[src/rtl/seg_scan_driver.sv]
// rtl/seg_scan_driver.sv - four-digit multiplexed seven-segment scan driver with frame-atomic updates
module seg_scan_driver #(
  parameter int REFRESH_DIV = 100000
) (
  input  logic        clk,
  input  logic        rst,
  input  logic [15:0] value_in,
  input  logic        value_we,
  input  logic        blank_lz,
  output logic [6:0]  seg,
  output logic [3:0]  an,
  output logic        pending
);

  localparam int CW = (REFRESH_DIV > 2) ? $clog2(REFRESH_DIV) : 1;
  localparam logic [CW-1:0] CNT_LAST = CW'(REFRESH_DIV - 1);

  logic [CW-1:0] cnt_q, cnt_d;
  logic [1:0]    idx_q, idx_d;
  logic [15:0]   shadow_q, shadow_d;
  logic [15:0]   disp_q, disp_d;
  logic          pend_q, pend_d;
  logic [3:0]    an_q, an_d;
  logic [6:0]    seg_q, seg_d;

  logic          tick;
  logic          wrap;
  logic [3:0]    nib;
  logic          lz1, lz2, lz3;
  logic          blank;

  // Active-low gfedcba glyph for one hex nibble.
  function automatic logic [6:0] decode(input logic [3:0] n);
    case (n)
      4'h0: decode = 7'h40;
      4'h1: decode = 7'h79;
      4'h2: decode = 7'h24;
      4'h3: decode = 7'h30;
      4'h4: decode = 7'h19;
      4'h5: decode = 7'h12;
      4'h6: decode = 7'h02;
      4'h7: decode = 7'h78;
      4'h8: decode = 7'h00;
      4'h9: decode = 7'h10;
      4'hA: decode = 7'h08;
      4'hB: decode = 7'h03;
      4'hC: decode = 7'h46;
      4'hD: decode = 7'h21;
      4'hE: decode = 7'h06;
      default: decode = 7'h0E;
    endcase
  endfunction

  assign tick = (cnt_q == CNT_LAST);
  assign wrap = tick && (idx_q == 2'd3);

  // A digit is a leading zero when it and every digit above it are zero.
  assign lz3 = (disp_q[15:12] == 4'h0);
  assign lz2 = lz3 && (disp_q[11:8] == 4'h0);
  assign lz1 = lz2 && (disp_q[7:4] == 4'h0);

  // Select the nibble and blanking decision for the digit slot currently scanned.
  always_comb begin
    nib   = disp_q[3:0];
    blank = 1'b0;
    case (idx_q)
      2'd0: begin
        nib   = disp_q[3:0];
        blank = 1'b0;
      end
      2'd1: begin
        nib   = disp_q[7:4];
        blank = blank_lz && lz1;
      end
      2'd2: begin
        nib   = disp_q[11:8];
        blank = blank_lz && lz2;
      end
      default: begin
        nib   = disp_q[15:12];
        blank = blank_lz && lz3;
      end
    endcase
  end

  // Next-state: refresh timing, shadow capture, and display swap only at the frame boundary.
  always_comb begin
    cnt_d    = tick ? '0 : cnt_q + 1'b1;
    idx_d    = tick ? idx_q + 2'd1 : idx_q;
    shadow_d = value_we ? value_in : shadow_q;
    disp_d   = disp_q;
    pend_d   = pend_q;
    if (wrap) begin
      // A write landing on the wrap edge goes straight to the display.
      if (value_we) begin
        disp_d = value_in;
      end else if (pend_q) begin
        disp_d = shadow_q;
      end
      pend_d = 1'b0;
    end else if (value_we) begin
      pend_d = 1'b1;
    end
    an_d  = blank ? 4'hF : ~(4'b0001 << idx_q);
    seg_d = blank ? 7'h7F : decode(nib);
  end

  // State and output registers with synchronous active-low clear.
  always_ff @(posedge clk) begin
    if (!rst) begin
      cnt_q    <= '0;
      idx_q    <= 2'd0;
      shadow_q <= 16'h0000;
      disp_q   <= 16'h0000;
      pend_q   <= 1'b0;
      an_q     <= 4'hF;
      seg_q    <= 7'h7F;
    end else begin
      cnt_q    <= cnt_d;
      idx_q    <= idx_d;
      shadow_q <= shadow_d;
      disp_q   <= disp_d;
      pend_q   <= pend_d;
      an_q     <= an_d;
      seg_q    <= seg_d;
    end
  end

  assign seg     = seg_q;
  assign an      = an_q;
  assign pending = pend_q;

endmodule

[config.mk]
export PLATFORM = sky130hd
export DESIGN_NAME = seg_scan_driver
export DESIGN_NICKNAME = d
export VERILOG_FILES = /design/src/rtl/seg_scan_driver.sv
export SDC_FILE = /design/constraint.sdc
export NUM_CORES = 1
export LEC_CHECK = 0
export CAP_MARGIN = 20
export CORE_UTILIZATION = 51
export DETAILED_ROUTE_END_ITERATION = 7
export PLACE_DENSITY = 0.74
export SLEW_MARGIN = 15
export SYNTH_ARGS = -nofsm -noshare
export SYNTH_HDL_FRONTEND = slang
export SYNTH_SLANG_ARGS = --single-unit
[constraint.sdc]
create_clock -name clk -period 4.9 [get_ports clk]
set_input_delay 0.98 -clock clk [delete_from_list [all_inputs] [get_ports clk]]
set_output_delay 0.98 -clock clk [all_outputs]
set_load 0.005 [all_outputs]
# Word level (Yosys, flattened, before mapping)
# Memory sizes are Yosys's and may differ from the RTL's. A register that Yosys moved wholly into a read port is not among the register bits.
# Cells that the tools add are included.
classes:
  addsub: 2
  reduce_logical: 15
  eq_ne: 4
  muxes: 4
  shift: 1
  order_cmp: 0
  n_bitwise: 2
  n_div: 0
  multipliers: 0
ops:
  columns: ["operator", "n"]
  rows:
  - ["two-way mux 16 bit", 2]
  - ["adder 17 x 1 -> 17 bit, second input constant", 1]
  - ["equality test 17 bit, second input constant", 1]
  - ["logical NOT 4 bit", 3]
  - ["one-hot mux 4 bit (3 select lines)", 1]
  - ["logical AND 1 bit", 6]
  - ["OR reduction 2 bit", 3]
  - ["equality test 2 bit, second input constant", 2]
  - ["inverter 4 bit", 1]
  - ["left shift 1 x 2 -> 4 bit, first input constant", 1]
  - ["one-hot mux 1 bit (3 select lines)", 1]
  - ["adder 2 x 1 -> 2 bit, second input constant", 1]
  - ["equality test 2 x 1 -> 1 bit, second input constant", 1]
  - ["logical NOT 2 bit", 1]
  - ["AND reduction 2 bit", 1]
  - ["nonzero test 2 bit", 1]
  - ["inverter 1 bit", 1]
totals:
  mem_count: 1
  elab_cells: 35
  ram_bits: 0
  out_inout_bits: 12
  mem_bits_ro: 112
  latchBits: 0
  reg_bits: 56
  input_bits: 20
memory_table:
  columns: ["name", "words", "word_bits", "rd", "rd_clocked_by_memory_dff", "wr", "line", "text"]
  rows:
  - ["(no name shown)", 16, 7, 1, 1, 0, "34", "case (n)"]

# Logic depth before layout (Yosys ltp)
depth:
  ltp_word: 6
  ltp_mapped: 9

# Least setup slack after synthesis
# OpenSTA, ideal clock, no wires.
synth_path:
  kind: "in2reg"
  from: "input port value_we"
  to: "register disp_q[0]"
  n_path_buf: 2
  stages: 5
  setup_time_ns: 0.121
  required_ns: 4.779
  arrival_ns: 1.933
  setup_slack_ns: 2.846
  path_cell_list: "buf_6 o21ai_0 nor2_4 buf_12 mux2_4"
synth_via:
  elab_chain_len: 2
  elab_cells_between_ends: 3
  classes_between: "mux: 1; reduce/logical: 2"
synth_rtl:
  columns: ["element", "line", "text"]
  rows:
  - ["from (decl)", "8", "input logic value_we,"]
  - ["nonzero test 2 bit (no line)", null, null]
  - ["AND reduction 2 bit (no line)", null, null]
  - ["to (signal assigned)", "122", "disp_q <= disp_d;"]
  - ["to (decl)", "21", "logic [15:0] disp_q, disp_d;"]
# Parallel ways exist; a longest one is shown, timed or not.
# A chain may end at the register's enable or synchronous reset.

# Final worst setup path
layout_path:
  from: "input port rst"
  to: "register seg_q[2], in the netlist seg[2]"
layout_via:
  elab_chain_len: 2
layout_rtl:
  columns: ["element", "line", "text"]
  rows:
  - ["from (decl)", "6", "input logic rst,"]
  - ["inverter 1 bit (no line)", null, null]
  - ["OR reduction 2 bit (no line)", null, null]
  - ["to (decl)", "24", "logic [6:0] seg_q, seg_d;"]
# Every way passes these cells.

==> results by group <==
Yosys
  – Seq/Total Area, Yosys: 45.7%
  – Synth Area in Compound Gates: between 5 and 6%
  – Mapped Avg Cell Area: 10.2 um^2
  – Synth Flop Type: dfxtp_1
  – Post-synthesis xor/xnor area fraction: 5.08%
  – #FFs+latches synth: 63
  – Synth warn: 0
  – Synth Instances: 271
  – Post-synthesis adder-cell area fraction: 4.54%
  – Post-synth EDFFs: 0
  – Synth Cell Area: approximately 2800 um^2
  – Ys async rst share: 0%
  – Simple-Gate Fraction of Synth Area: a little under a fifth
  – Synthesized Nets: 301
  – Mux contribution to synthesized area: between 15 and 20%
  – Main combinational cell family by area after synthesis: simple AND/OR/NAND/NOR gates
  – Netlist cell types: 41

Route
  – Routed length per instance: 12.8 um
  – Vias/cell: 5.19
  – Routed WL: 4890 um
  – Final ANT Viol Nets: 0
  – Routed via count: ~2000
  – DRC Markers: 0
  – Drt pass-1 iters: 5
  – 1st-iter DRT viols: 54

GRT
  – Gr ovfl total: 0
  – Aggregate global-route resource usage: 19.1%
  – Initial antenna violation count: 0
  – Vias in the first global route: ~1800
  – First-pass GRT wire length: slightly below 8000 um
  – Largest net degree at the start of global routing: 25

Pwr
  – P_leak: 1.41 nW
  – Total power: 1.08 mW
  – Pwr per Cell Area: roughly 330 nW/um^2
  – VDD IR max: 0.212 mV

Place
  – Pre-CTS WS: 1840 ps
  – Post-DP HPWL: 3440 um
  – Post-DP Area: 3100 um^2
  – Gpl congestion: 0.807
  – Cell count after placement: approximately 370
  – Count of input and output buffers: 31

Clock network
  – H-tree levels: 3
  – TritonCTS clock tree: done
  – Worst-path clk slew: approximately 70 ps
  – Clock sinks: between 60 and 70
  – Clock buffer depth: 2
  – Hold Buf Count CTS: 0
  – Post-CTS Setup Repair Bufs: 0
  – Post-CTS sizing: 0
  – Root buffer cell: clkbuf_8
  – Clk_lat worst skew: 340 ps
  – CTS buffer count: 9

Cells and area
  – Area growth from synthesis to layout: 20.2%
  – Most frequent cells in the layout: 63 x dfxtp_1, 42 x nor2_1, 31 x clkdlybuf4s50_1
  – Antenna Cells: 0
  – Area of the multi-input gates: 1390 um^2
  – Fin cells: 381
  – Final instance area: 3320 um^2
  – Commonest non-fill, non-tap cell in the layout: dfxtp_1
  – Fillers: 415
  – Final nets: about 340
  – Fraction of layout cells with a size suffix above 1: 14.1%
  – Storage cell area: between 1000 and 1500 um^2

Floorplan
  – Initial Util: between 50% and 60%
  – Vert. Die Dim: 75.6 um
  – Core Area: 5170 um^2
  – Rows: 26
  – Num ports: 32
  – Die W: about 76 um
  – Die area: about 5700 um^2

Status
  – Run status: finished, final reports clean

Setup path
  – Max incr delay on CP: about 790 ps
  – End of the worst register-to-register path: seg[3]
  – Critical Path Fanout Max: 17
  – Crit. End Element: register
  – CP Capture Point: seg[2]
  – Critical Path AT: 2850 ps
  – Reg2reg path depth: 9
  – Crit. Startpoint: rst
  – R2R Setup Slk: between 2000 and 3000 ps
  – Critical-path top delay cell: clkdlybuf4s50_1
  – CP cell instances: clkdlybuf4s50_1 -> clkinv_1 -> a41oi_1 -> o311ai_0
  – CP Class: in2reg
  – Worst path required time: a little over 5000 ps
  – FF-to-FF Start: idx_q[0]
  – Startpoint Class: input port

STA
  – Setup violators final: 0
  – Fmax: 0.371 GHz
  – Final Cycle Share: 55.0%
  – Slew margin rel.: between 40% and 50%
  – Setup tns final: 0 ps
  – Final Hold Vio Count: 0
  – Fin crit period: 2690 ps
  – RSZ-0062 raised after global routing: false
  – Worst setup margin: roughly 2200 ps
  – Worst-Margin Slew: 805 ps
  – Clock Skew: 9.07 ps
  – Max Slew Vio Count: 0

Flow run
  – Max Cap Viol: 0

Worst hold path
  – HP Class: reg2reg
critical path, delay by kind of cell:
| kind | cells | cell delay, ps |
|---|---|---|
| buffers and inverters | 2 | 950 |
| AO/OA/AOI/OAI | 2 | 910 |
per-layer routing:
metal / vias up / track usage [%] / wire [um]
met5: - / 0 / 0
met4: 0 / 9.47 / 97
met3: 8 / 7.54 / 190
met2: 29 / 29.6 / 2260
met1: 939 / 23.3 / 2340
li1: 1003 / - / -
layout make-up:
cell class / count / area share [%]
repair buffers: 33 / 9.81
multi-input cells: 189 / 41.8
clock inverters: 7 / 2.90
well taps: 70 / 2.64
clock buffers: 9 / 3.73
flip-flops and latches: 63 / 38.0
inverters: 10 / 1.13
report_power, final:
| group | switching [mW] | leakage (nW) | internal, mW |
|---|---|---|---|
| Combinational | 0.0240 | 0.779 | 0.0313 |
| Clock | 0.205 | 0.114 | 0.288 |
| Sequential | 0.00537 | 0.514 | 0.525 |
logic make-up after synthesis:
logic type                 count (synthesis)
adders and majority gates                 10
and+or+nand+nor                          101
DFF                                       63
buffers and inverters                     19
AOI/OAI and AO/OA                         23
muxes                                     39
xor gates and xnor gates                  16
flip-flops by register name (all words and copies together), names as in the netlist:
register / count
disp_q: 16
cnt_q: 17
shadow_q: 16
an: 4
seg: 7
pending: 1
idx_q: 2
synth_stat cells, types with 2 or more instances:
| master | n | area (um^2) |
|---|---|---|
| a222oi_1 | 3 | 30.0 |
| xnor2_1 | 3 | 26.3 |
| ha_1 | 10 | 125 |
| nand3_1 | 10 | 50.1 |
| dfxtp_1 | 63 | 1260 |
| a21oi_1 | 5 | 25.0 |
| mux2_4 | 10 | 150 |
| a22oi_1 | 4 | 30.0 |
| clkbuf_1 | 3 | 11.3 |
| nand2_1 | 14 | 52.6 |
| and3_1 | 3 | 18.8 |
| nor3_1 | 3 | 15.0 |
| o21ai_0 | 5 | 25.0 |
| buf_6 | 3 | 33.8 |
| nor4_1 | 2 | 12.5 |
| inv_1 | 9 | 33.8 |
| nand4_1 | 2 | 12.5 |
| and3_2 | 3 | 22.5 |
| xor2_1 | 13 | 114 |
| mux2i_1 | 20 | 200 |
| buf_2 | 2 | 10.0 |
| mux2_2 | 9 | 101 |
| nor2_1 | 42 | 158 |
| and2_1 | 13 | 81.3 |
worst min path at each step:
stage | start | to | depth (start not counted)
after floorplan | cnt_q[0] | cnt_q[0] | 1
after global placement | cnt_q[0] | cnt_q[0] | 1
after detailed placement | cnt_q[0] | cnt_q[0] | 1
after CTS | cnt_q[0] | cnt_q[0] | 1
after global routing | cnt_q[0] | cnt_q[0] | 1
final | cnt_q[0] | cnt_q[0] | 1
stage by stage:
stage | hold slack, ps | utilization (%)
2_1_floorplan | 438 | -
3_3_place_gp | 456 | 59.9
3_5_place_dp | 467 | 59.9
4_1_cts | 484 | 64.1
5_1_grt | 496 | 64.1
6_report | 482 | 64.1
Power figures use the tool's default switching activity.
